--- config.mk ---
export PLATFORM = sky130hd
export DESIGN_NAME = des_final_permutation
export DESIGN_NICKNAME = d
export VERILOG_FILES = /design/src/rtl/des_final_permutation.sv
export SDC_FILE = /design/constraint.sdc
export NUM_CORES = 1
export LEC_CHECK = 0
export ABC_AREA = 0
export BUFFER_PORTS_ARGS = -buffer_cell sky130_fd_sc_hd__buf_2
export CAP_MARGIN = 20
export CELL_PAD_IN_SITES_DETAIL_PLACEMENT = 1
export CELL_PAD_IN_SITES_GLOBAL_PLACEMENT = 1
export CORE_MARGIN = 1.5
export CORE_UTILIZATION = 37
export DETAILED_ROUTE_END_ITERATION = 6
export GPL_ROUTABILITY_DRIVEN = 0
export PLACE_DENSITY_LB_ADDON = 0.1
export SLEW_MARGIN = 20
export SYNTH_ARGS = -nofsm -noshare
export SYNTH_HDL_FRONTEND = slang
export SYNTH_SLANG_ARGS = --single-unit
--- constraint.sdc ---
create_clock -name ap_clk -period 2.1 [get_ports ap_clk]
set_input_delay 0.42 -clock ap_clk [delete_from_list [all_inputs] [get_ports ap_clk]]
set_output_delay 0.42 -clock ap_clk [all_outputs]
set_load 0.02 [all_outputs]
--- src/rtl/des_final_permutation.sv ---
// des_final_permutation: bit-serial DES inverse initial permutation with ap_* block handshake
module des_final_permutation #(
  parameter bit SWAP_HALVES = 1'b1
) (
  input  logic        ap_clk,
  input  logic        ap_rst,
  input  logic        ap_start,
  output logic        ap_done,
  output logic        ap_idle,
  output logic        ap_ready,
  input  logic [31:0] L16,
  input  logic [31:0] R16,
  output logic [63:0] ap_return
);
  typedef enum logic [2:0] {IDLE = 3'b001, RD = 3'b010, SH = 3'b100} state_t;
  state_t      r_state, w_next;
  logic [6:0]  r_idx;
  logic [63:0] r_pre, r_acc;
  logic [5:0]  r_q, w_rom, w_sel;
  logic        w_ce, w_load;
  assign ap_idle = (r_state == IDLE) && !ap_start;
  assign w_load  = (r_state == IDLE) && ap_start;
  assign w_sel   = 6'd63 - r_q;
  // FP table stored as zero-based source positions (FP[i]-1)
  always_comb begin
    w_rom = 6'd0;
    case (r_idx[5:0])
      6'd0:  w_rom = 6'd39; 6'd1:  w_rom = 6'd7;  6'd2:  w_rom = 6'd47; 6'd3:  w_rom = 6'd15;
      6'd4:  w_rom = 6'd55; 6'd5:  w_rom = 6'd23; 6'd6:  w_rom = 6'd63; 6'd7:  w_rom = 6'd31;
      6'd8:  w_rom = 6'd38; 6'd9:  w_rom = 6'd6;  6'd10: w_rom = 6'd46; 6'd11: w_rom = 6'd14;
      6'd12: w_rom = 6'd54; 6'd13: w_rom = 6'd22; 6'd14: w_rom = 6'd62; 6'd15: w_rom = 6'd30;
      6'd16: w_rom = 6'd37; 6'd17: w_rom = 6'd5;  6'd18: w_rom = 6'd45; 6'd19: w_rom = 6'd13;
      6'd20: w_rom = 6'd53; 6'd21: w_rom = 6'd21; 6'd22: w_rom = 6'd61; 6'd23: w_rom = 6'd29;
      6'd24: w_rom = 6'd36; 6'd25: w_rom = 6'd4;  6'd26: w_rom = 6'd44; 6'd27: w_rom = 6'd12;
      6'd28: w_rom = 6'd52; 6'd29: w_rom = 6'd20; 6'd30: w_rom = 6'd60; 6'd31: w_rom = 6'd28;
      6'd32: w_rom = 6'd35; 6'd33: w_rom = 6'd3;  6'd34: w_rom = 6'd43; 6'd35: w_rom = 6'd11;
      6'd36: w_rom = 6'd51; 6'd37: w_rom = 6'd19; 6'd38: w_rom = 6'd59; 6'd39: w_rom = 6'd27;
      6'd40: w_rom = 6'd34; 6'd41: w_rom = 6'd2;  6'd42: w_rom = 6'd42; 6'd43: w_rom = 6'd10;
      6'd44: w_rom = 6'd50; 6'd45: w_rom = 6'd18; 6'd46: w_rom = 6'd58; 6'd47: w_rom = 6'd26;
      6'd48: w_rom = 6'd33; 6'd49: w_rom = 6'd1;  6'd50: w_rom = 6'd41; 6'd51: w_rom = 6'd9;
      6'd52: w_rom = 6'd49; 6'd53: w_rom = 6'd17; 6'd54: w_rom = 6'd57; 6'd55: w_rom = 6'd25;
      6'd56: w_rom = 6'd32; 6'd57: w_rom = 6'd0;  6'd58: w_rom = 6'd40; 6'd59: w_rom = 6'd8;
      6'd60: w_rom = 6'd48; 6'd61: w_rom = 6'd16; 6'd62: w_rom = 6'd56; 6'd63: w_rom = 6'd24;
      default: w_rom = 6'd0;
    endcase
  end
  // synchronous ROM read port, enabled only in RD
  always_ff @(posedge ap_clk) begin
    if (w_ce) r_q <= w_rom;
  end
  // state register
  always_ff @(posedge ap_clk) begin
    r_state <= ap_rst ? IDLE : w_next;
  end
  // next state and handshake outputs
  always_comb begin
    w_next   = r_state;
    ap_done  = 1'b0;
    ap_ready = 1'b0;
    w_ce     = 1'b0;
    case (r_state)
      IDLE: w_next = ap_start ? RD : IDLE;
      RD: begin
        if (r_idx == 7'd64) begin
          ap_done  = 1'b1;
          ap_ready = 1'b1;
          w_next   = IDLE;
        end else begin
          w_ce   = 1'b1;
          w_next = SH;
        end
      end
      SH:      w_next = RD;
      default: w_next = IDLE;
    endcase
  end
  // datapath: latch halves at start, shift one permuted bit per SH, publish at done
  always_ff @(posedge ap_clk) begin
    if (ap_rst) begin
      r_idx     <= 7'd0;
      r_pre     <= 64'd0;
      r_acc     <= 64'd0;
      ap_return <= 64'd0;
    end else begin
      if (w_load) begin
        r_pre <= SWAP_HALVES ? {R16, L16} : {L16, R16};
        r_idx <= 7'd0;
        r_acc <= 64'd0;
      end
      if (r_state == SH) begin
        r_acc <= {r_acc[62:0], r_pre[w_sel]};
        r_idx <= r_idx + 7'd1;
      end
      if (ap_done) ap_return <= r_acc;
    end
  end
endmodule

==> impl_metrics.tcl, run 1 <==
set metrics [dict create \
    status "complete, no violations" \
    clkSlewWorstSetupHoldPaths_ns 0.06 \
    use_met1_pct 24.4 \
    maxCapViolCount 0 \
    worstHoldPathType "input port to register" \
    cts_buffer_depth 3 \
    cp-startpoint "r_idx[3]$_SDFFE_PP0P_" \
    setup.worst_path.class "register to primary output" \
    port_buffers 133 \
    hold_viol_final 0 \
    drtIter0Drc 163 \
    grt_max_degree 66 \
    rsz0062_at_grt "true" \
    cp-endpoint "ap_done" \
    cts_tree "yes" \
    core_sq_um 21000 \
    drive_gt1_share_pct 20.9 \
    yosys_warnings 0 \
    grt.busiest_layer "met2" \
    antenna_found_initial 0 \
    crit_cells 5 \
    slew_viol_final 0 \
    synth_top_area_cell "dfxtp_1" \
    cp_data_required_time_ns 1.68 \
    p_leak_nw 3.70 \
    fp-row-count 53 \
    wl_per_cell_um 15.2 \
    vdd_drop_max_v 0.000482 \
    cpPeakStageDelay_ns 0.34 \
    synthesis.area_sq_um 7880 \
    synth.distinct_cells 34 \
    post-route-drc-count 0 \
    path_cells "nor4b_2, and3_1, nand3_2, inv_4, buf_6" \
    pin_count 134 \
    grt_use_met2_pct 31.7 \
    clock.fmax_ghz 0.487 \
    fin_skew_ns 0.00783 \
    cp-start-kind "register" \
    gr-usage-met3_pct 3.52 \
    clock_latency_ns 0.51 \
    min_period_over_period_pct 97.8 \
    synth.most_common_cell "nand2_1" \
    cts_made_buffers 24 \
    tightest_slew_ns 0.574 \
    grt_pass1_wl_um 33900 \
    die-area_sq_um 22200 \
    antenna_cells 0 \
    avgSynthCellArea_sq_um 8.24 \
    clkSinkCount 208 \
    ant_nets 0 \
    power_w 0.00896 \
    syn_to_final_growth_pct 24.4 \
    finalNetCount 1133 \
    grt_overflow_total 0 \
    cts_max_level 1 \
    cts_root_buf "clkbuf_16" \
    synthTopCellsByCount "nand2_1 (330), dfxtp_1 (202), a21oi_1 (196), nand3_1 (70), clkbuf_1 (65)" \
    hpwlAfterDp_um 13000 \
    synth_area_leaders "dfxtp_1 (51%), nand2_1 (16%), a21oi_1 (12%)" \
    slew-limit-headroom_pct 61.7 \
    rr_startpoint "r_q[0]$_DFFE_PP_" \
    final_util_pct 46.7 \
    start_util_pct 37.6 \
    synthFlopType "dfxtp_1" \
    ys_seq_area_share_pct 53.6 \
    grt_pass1_vias 6913 \
    setup_viol 0 \
    critPathMaxFanout 3 \
    reg2reg_depth 4 \
    arrival_ns 1.63 \
    endpoint_kind "primary output" \
    cp_num_buf_inv 2 \
    first_pass_iters 4 \
    async_flop_share_pct 0 \
    synth-edff-count 6 \
    synthesis.nets 1025 \
    vias 6798 \
    synth_top_area_share_pct 51.4 \
    period_minus_slack_ns 2.05 \
    r2r-end "r_acc[0]$_SDFFE_PP0P_" \
    slowest_stage "dfxtp_4" \
    die_x_um 149 \
    ys_ff_latch 208 \
    die_h_um 149 \
    power_density_nw_per_um2 915 \
    syn_inst 956 \
    viasPerCell 5.02 \
    nFillCells 2544 \
    crit_family "simple AND/OR/NAND/NOR gates" \
    wirelength_um 20600 \
    r2r_slack_ns 0.14 \
    grtUsageTotal_pct 18.6 \
]
==> timing repair <==
action / in CTS / in global routing
endpoints found under the setup margin: 2 / 4
hold buffers: 0 / 0
setup buffers: 4 / 1
pin swaps: 3 / 1
resized for setup: 11 / 4
cloned: 0 / 0
==> power by group <==
part	switching, W	leakage [nW]	internal (W)
clock network	0.00159	0.405	0.00269
registers	0.0000611	1.68	0.00406
logic	0.000337	1.62	0.000224
==> layout make-up <==
| cell class | instances | area, sq um | area share (%) |
|---|---|---|---|
| clock buffers | 39 | 758 | 7.74 |
| clock inverters | 3 | 65.1 | 0.664 |
| inverters | 8 | 32.5 | 0.332 |
| multi-input cells | 659 | 3340 | 34.1 |
| flip-flops and latches | 208 | 4230 | 43.2 |
| well taps | 275 | 344 | 3.51 |
| repair buffers | 163 | 1020 | 10.4 |
==> metal layers <==
layer / part of all wire [%] / vias up
li1: - / 3408
met1: 48 / 3253
met2: 46 / 110
met3: 4.2 / 27
met4: 1.2 / 0
met5: 0 / -
==> state kept, by name (all words and copies together), names as in the netlist <==
| name | count |
|---|---|
| r_state | 3 |
| r_q | 6 |
| r_idx | 7 |
| r_pre | 64 |
| r_acc | 64 |
| ap_return | 64 |
==> worst reg2reg max path: cells and delay by family, from the launching register on <==
kind	cells	cell delay, ns
AO/OA/AOI/OAI	2	0.28
multiplexers	2	1.05
flip-flops	1	0.50
==> logic make-up after synthesis <==
kind of cell    share of synthesized area [%]
simple gates                             22.2
flops                                    53.6
compound gates                           13.5
buf+inv                                  4.54
mux                                      5.80
fa+ha+maj                               0.318
==> cell usage in the layout, fill, tap and decap left out, types with 4 or more instances in the layout <==
cell,count
a21oi_1,196
clkbuf_8,8
clkbuf_1,6
mux4_2,13
clkbuf_16,25
buf_4,21
nand2_1,330
nand3_1,69
inv_1,7
mux4_1,4
nor2_1,10
mux2i_1,4
buf_2,130
edfxtp_1,6
buf_12,9
dfxtp_1,199
==> how the worst min path moves through the flow <==
stage / from / endpoint / slack, ns / cells past startpoint
3_3_place_gp: ap_return[20]$_SDFFE_PP0P_ / ap_return[20]$_SDFFE_PP0P_ / 0.44 / 2
3_5_place_dp: ap_return[38]$_SDFFE_PP0P_ / ap_return[38]$_SDFFE_PP0P_ / 0.44 / 2
6_report: R16[26] / r_pre[58]$_SDFFE_PP0P_ / 0.15 / 3
5_1_grt: R16[19] / r_pre[51]$_SDFFE_PP0P_ / 0.13 / 3
2_1_floorplan: r_pre[10]$_SDFFE_PP0P_ / r_pre[10]$_SDFFE_PP0P_ / 0.43 / 2
4_1_cts: R16[19] / r_pre[51]$_SDFFE_PP0P_ / 0.12 / 3
==> stage by stage <==
stage / hold WS (ns) / worst slack (ns) / cells / instance area, sq um / TNS [ns]
after CTS: 0.124 / -0.0545 / 1354 / 9780 / -0.109
after global routing: 0.129 / -0.0599 / 1355 / 9790 / -0.119
after floorplan: 0.432 / 0.0931 / 956 / 7880 / 0
after detailed placement: 0.443 / 0.0958 / 1308 / 8900 / 0
after global placement: 0.441 / 0.122 / 1308 / 8900 / 0
final: 0.147 / 0.0455 / 1355 / 9790 / 0
No activity file was read; power rests on OpenSTA's default activity.
==> run 2: changes to the inputs <==
--- a/config.mk
+++ b/config.mk
@@ -10,6 +10,6 @@
 export CAP_MARGIN = 20
-export CELL_PAD_IN_SITES_DETAIL_PLACEMENT = 1
-export CELL_PAD_IN_SITES_GLOBAL_PLACEMENT = 1
+export CELL_PAD_IN_SITES_DETAIL_PLACEMENT = 2
+export CELL_PAD_IN_SITES_GLOBAL_PLACEMENT = 2
 export CORE_MARGIN = 1.5
-export CORE_UTILIZATION = 37
+export CORE_UTILIZATION = 29
 export DETAILED_ROUTE_END_ITERATION = 6
==> constraint.sdc (replaced) <==
create_clock -name ap_clk -period 2.1 [get_ports ap_clk]
set_input_delay 0.105 -clock ap_clk [delete_from_list [all_inputs] [get_ports ap_clk]]
set_output_delay 0.105 -clock ap_clk [all_outputs]
set_load 0.02 [all_outputs]
==> run 2 against run 1 <==
  * Critical endpoint is now r_acc[0]$_SDFFE_PP0P_
  * Die area increased by 27%
  * Clock skew rose by 0.0049 ns
  * Cell count rose by 9.7%
==> impl_metrics.tcl, run 2 (synthesis results as in run 1) <==
set metrics [dict create \
    status "complete, no violations" \
    die_h_um 168 \
    cpPeakStageDelay_ns 0.55 \
    grt.busiest_layer "met2" \
    clock_latency_ns 0.51 \
    cts_made_buffers 25 \
    worstHoldPathType "input port to register" \
    crit_family "multiplexers" \
    path_cells "buf_12, mux4_1, mux4_2, o2111ai_2, o311ai_1" \
    slowest_stage "mux4_1" \
    hpwlAfterDp_um 14400 \
    cp_data_required_time_ns 2.49 \
    start_util_pct 29.4 \
    endpoint_kind "register" \
    p_sw_share_pct 23.6 \
    p_clk_share_pct 45.6 \
    cp-start-kind "register" \
    period_minus_slack_ns 2.00 \
    cts_max_level 1 \
    r2r_slack_ns 0.1 \
    min_period_over_period_pct 95.3 \
    top_regs "ap_return: 64 flops, r_acc: 64 flops, r_pre: 64 flops" \
    syn_to_final_growth_pct 33.0 \
    tightest_slew_ns 0.501 \
    core_sq_um 26800 \
    cp-startpoint "r_q[0]$_DFFE_PP_" \
    die_x_um 168 \
    clock.fmax_ghz 0.500 \
    cts_tree "yes" \
    drive_gt1_share_pct 19.2 \
    gr-usage-met3_pct 2.56 \
    vdd_drop_max_v 0.000385 \
    grtUsageTotal_pct 17.7 \
    use_met1_pct 23.0 \
    setup_viol 0 \
    grt_use_met2_pct 31.3 \
    grt_pass1_vias 7665 \
    hold_viol_final 0 \
    post-route-drc-count 0 \
    holdPathEnd "r_pre[51]$_SDFFE_PP0P_" \
    slew_viol_final 0 \
    cts_buffer_depth 3 \
    antenna_found_initial 0 \
    cts_root_buf "clkbuf_16" \
    nFillCells 3026 \
    p_comb_share_pct 7.4 \
    final_common_cell "nand2_1" \
    clkSinkCount 208 \
    final_util_pct 39.1 \
    power.internal_w 0.00670 \
    ant_nets 0 \
    switching_power_w 0.00208 \
    power_density_nw_per_um2 838 \
    wl_per_cell_um 16.6 \
    port_buffers 133 \
    wirelength_um 24700 \
    arrival_ns 2.39 \
    grt_pass1_wl_um 40700 \
    setup.worst_path.class "register to register" \
    fin_ws_ns 0.0987 \
    grt_max_degree 66 \
    reg2reg_depth 5 \
    grt_overflow_total 0 \
    first_pass_iters 4 \
    critPathMaxFanout 5 \
    hold_slack_ns 0.387 \
    r2r-end "r_acc[0]$_SDFFE_PP0P_" \
    fp-row-count 60 \
    cp_num_buf_inv 1 \
    maxCapViolCount 0 \
    pin_count 134 \
    hold_start "R16[19]" \
    min_path_cells 4 \
    pre_cts_ws_ns -0.0315 \
    rsz0062_at_grt "false" \
    drtIter0Drc 286 \
    layout_common_cells "nand2_1 (330), dfxtp_1 (200), a21oi_1 (196), buf_2 (130), nand3_1 (69)" \
    die-area_sq_um 28200 \
    seq_power_share_pct 47.0 \
    slew-limit-headroom_pct 66.6 \
    rr_startpoint "r_q[0]$_DFFE_PP_" \
    p_leak_nw 3.95 \
    antenna_cells 0 \
    viasPerCell 4.86 \
    fin_skew_ns 0.0128 \
    finalNetCount 1198 \
    vias 7221 \
    clkSlewWorstSetupHoldPaths_ns 0.06 \
]
## run 2: cell types whose count changed in the layout (fill, tap and decap cells not counted), moves of 3 or more
cell and delta:
dlygate4sd3_1 +66, clkbuf_1 +3, clkinv_2 +4, clkbuf_8 -3
## run 2: layout make-up
type,count,area [sq um],share of cell area [%]
sequential,208,4230,40.4
multi-input combinational,659,3350,32.0
timing repair buffer,227,1690,16.1
clock buffer,39,728,6.95
tap,341,427,4.07
inverter,8,32.5,0.311
clock inverter,5,25.0,0.239
## run 2: worst max path at each step
stage,to,slack [ns],cells past startpoint
after CTS,ap_ready,0.02,6
after global routing,ap_done,0.02,6
final,r_acc[0]$_SDFFE_PP0P_,0.1,5
after detailed placement,r_acc[0]$_SDFFE_PP0P_,-0.03,4
after global placement,r_acc[0]$_SDFFE_PP0P_,0.05,4
after floorplan,r_acc[0]$_SDFFE_PP0P_,0.19,6
## run 2: through the flow
step	setup TNS [ns]	instance area [sq um]	cells	total power, W
2_1_floorplan	0	7880	956	0.00453
3_3_place_gp	0	8930	1372	0.00476
3_5_place_dp	-0.0315	8930	1372	0.00477
4_1_cts	0	10500	1487	0.00894
5_1_grt	0	10500	1487	0.00918
6_report	0	10500	1487	0.00878
## run 2: power groups by stage
stage               Sequential [W]  Combinational (W)  Clock, W
floorplan                  0.00418           0.000349         0
global placement           0.00421           0.000552         0
detailed placement         0.00421           0.000563         0
CTS                        0.00412           0.000657   0.00416
global route               0.00413           0.000725   0.00432
finish                     0.00412           0.000647   0.00401
## run 2: timing repair
action	in CTS	in global routing
setup buffers	3	0
pin swaps	1	1
resized for setup	4	5
hold buffers	66	0
hold endpoints to repair	68	0
setup endpoints to repair	3	3
gates cloned	2	0
## run 2: layer usage
layer | vias to the layer above | part of all wire, % | routed length [um]
met2 | 104 | 49 | 12000
met3 | 26 | 2.9 | 716
met4 | 0 | 1.7 | 414
met1 | 3548 | 47 | 11600
met5 | - | 0 | 0
li1 | 3543 | - | -
## run 2: tightest hold or removal path, stage by stage
cell and delay [ns]:
dlygate4sd3_1 0.53, buf_2 0.12, nand2_1 0.05, a21oi_1 0.05
==> run 3: changes to the inputs <==
- SETUP_SLACK_MARGIN: unset -> 0.15
- SLEW_MARGIN: 20 -> unset
==> run 3 against run 2 <==
  * Sequential power is essentially flat
  * Combinational power is essentially flat
  * Clock skew is essentially flat
  * Final area grew 0.41%
  * Via count is essentially flat
  * Utilization grew 0.16 points
  * Largest cell class unchanged
  * Highest routed layer unchanged
==> impl_metrics.tcl, run 3 (synthesis results as in run 1) <==
set metrics [dict create \
    first_pass_iters 4 \
    rsz0062_at_grt "true" \
    power_density_nw_per_um2 835 \
    power.internal_w 0.00670 \
    cts_tree "yes" \
    wirelength_um 24800 \
    vias 7228 \
    dp_cells 1372 \
    ant_nets 0 \
    cp-startpoint "r_q[0]$_DFFE_PP_" \
    finalNetCount 1202 \
    rr_startpoint "r_q[0]$_DFFE_PP_" \
    fp-row-count 60 \
    p_sw_share_pct 23.7 \
    reg2reg_depth 5 \
    cts_max_level 1 \
    final_common_cell "nand2_1" \
    drtIter0Drc 291 \
    status "complete, no violations" \
    tightest_slew_ns 0.501 \
    cts_root_buf "clkbuf_16" \
    clock.fmax_ghz 0.516 \
    start_util_pct 29.4 \
    setup_viol 0 \
    wl_per_cell_um 16.6 \
    critPathMaxFanout 5 \
    maxCapViolCount 0 \
    r2r_slack_ns 0.16 \
    hold_viol_final 0 \
    fin_skew_ns 0.0124 \
    antenna_found_initial 0 \
    hpwlAfterDp_um 14400 \
    endpoint_kind "register" \
    clock_latency_ns 0.51 \
    grt_pass1_vias 7672 \
    seq_power_share_pct 46.9 \
    die_x_um 168 \
    cp-endpoint "r_acc[0]$_SDFFE_PP0P_" \
    layout_common_cells "nand2_1 (330), dfxtp_1 (199), a21oi_1 (196), buf_2 (130), nand3_1 (69)" \
    hold_slack_ns 0.388 \
    grtUsageTotal_pct 17.8 \
    vdd_drop_max_v 0.000385 \
    grt_overflow_total 0 \
    drive_gt1_share_pct 19.7 \
    die_h_um 168 \
    clkSlewWorstSetupHoldPaths_ns 0.06 \
    slew-limit-headroom_pct 66.6 \
    arrival_ns 2.33 \
    slew_viol_final 0 \
    port_buffers 133 \
    top_regs "ap_return: 64 flops, r_acc: 64 flops, r_pre: 64 flops" \
    worstHoldPathType "input port to register" \
    cp-start-kind "register" \
    r2r-end "r_acc[0]$_SDFFE_PP0P_" \
    setup.worst_path.class "register to register" \
    clkSinkCount 208 \
    cts_made_buffers 25 \
    fin_cells 1491 \
    p_clk_share_pct 45.7 \
    switching_power_w 0.00208 \
    min_period_over_period_pct 92.3 \
    core_sq_um 26800 \
    grt_max_degree 66 \
    p_comb_share_pct 7.4 \
    nFillCells 3024 \
    die-area_sq_um 28200 \
    cp_data_required_time_ns 2.49 \
    cts_buffer_depth 3 \
    syn_to_final_growth_pct 33.5 \
    post-route-drc-count 0 \
    antenna_cells 0 \
    hold_start "L16[20]" \
    viasPerCell 4.85 \
    pin_count 134 \
    grt_pass1_wl_um 40800 \
    period_minus_slack_ns 1.94 \
    p_leak_nw 3.96 \
]
-- run 3: cell types whose count changed in the layout (fill, tap and decap cells not counted) --
cell / previous run / this run
nor4b_2: 1 / 0
nand3_2: 1 / 0
buf_4: 21 / 25
nor4b_4: 0 / 1
dfxtp_4: 0 / 1
dfxtp_1: 200 / 199
mux4_1: 6 / 4
nand3_4: 0 / 1
mux4_2: 11 / 13
-- run 3: per-layer routing --
metal / wire [um] / vias up / track usage, %
li1: - / 3547 / -
met1: 11600 / 3553 / 23.1
met2: 12000 / 102 / 31.4
met3: 677 / 26 / 2.56
met4: 415 / 0 / 3.76
met5: 0 / - / 0
-- run 3: timing repair --
item	in CTS	in global routing
gates resized for setup	13	2
cloned	2	0
hold buffers	66	0
endpoints found under the setup margin	3	3
pin swaps	3	3
setup buffers	4	3
endpoints found under the hold margin	68	0
-- run 3: cell type report --
| cell class | instances | area (sq um) | share of cell area (%) |
|---|---|---|---|
| clock buffers | 39 | 728 | 6.93 |
| clock inverters | 5 | 25.0 | 0.238 |
| inverters | 8 | 32.5 | 0.309 |
| multi-input cells | 659 | 3360 | 31.9 |
| flip-flops and latches | 208 | 4230 | 40.2 |
| well taps | 341 | 427 | 4.06 |
| repair buffers | 231 | 1720 | 16.3 |
-- run 3: how the worst min path moves through the flow --
stage                                   endpoint  slack [ns]  depth (start not counted)
after floorplan           r_pre[10]$_SDFFE_PP0P_        0.24                          2
after global placement    r_pre[44]$_SDFFE_PP0P_        0.35                          3
after detailed placement  r_pre[29]$_SDFFE_PP0P_        0.35                          3
after CTS                 r_pre[15]$_SDFFE_PP0P_        0.36                          4
after global routing      r_pre[20]$_SDFFE_PP0P_        0.39                          4
final                     r_pre[20]$_SDFFE_PP0P_        0.39                          4
-- run 3: power by group through the flow --
stage	Sequential, W	Clock, W	Combinational, W
after floorplan	0.00418	0	0.000349
after global placement	0.00421	0	0.000552
after detailed placement	0.00421	0	0.000563
after CTS	0.00412	0.00416	0.000659
after global routing	0.00413	0.00432	0.000726
final	0.00412	0.00401	0.000649
-- run 3: critical path, stage by stage, from the launching register on --
cell,delay (ns)
edfxtp_1,0.37
buf_12,0.13
mux4_2,0.49
mux4_2,0.52
o2111ai_2,0.19
o311ai_1,0.11
-- run 3: metrics by stage --
stage / cell area [sq um] / setup WS [ns] / setup TNS, ns / power, W / util, %
after detailed placement: 8930 / -0.0315 / -0.0315 / 0.00477 / 33.3
after global placement: 8930 / 0.0484 / 0 / 0.00476 / 33.3
after CTS: 10500 / 0.121 / 0 / 0.00894 / 39.1
after global routing: 10500 / 0.0601 / 0 / 0.00918 / 39.2
final: 10500 / 0.162 / 0 / 0.00878 / 39.2
after floorplan: 7880 / 0.193 / 0 / 0.00453 / -
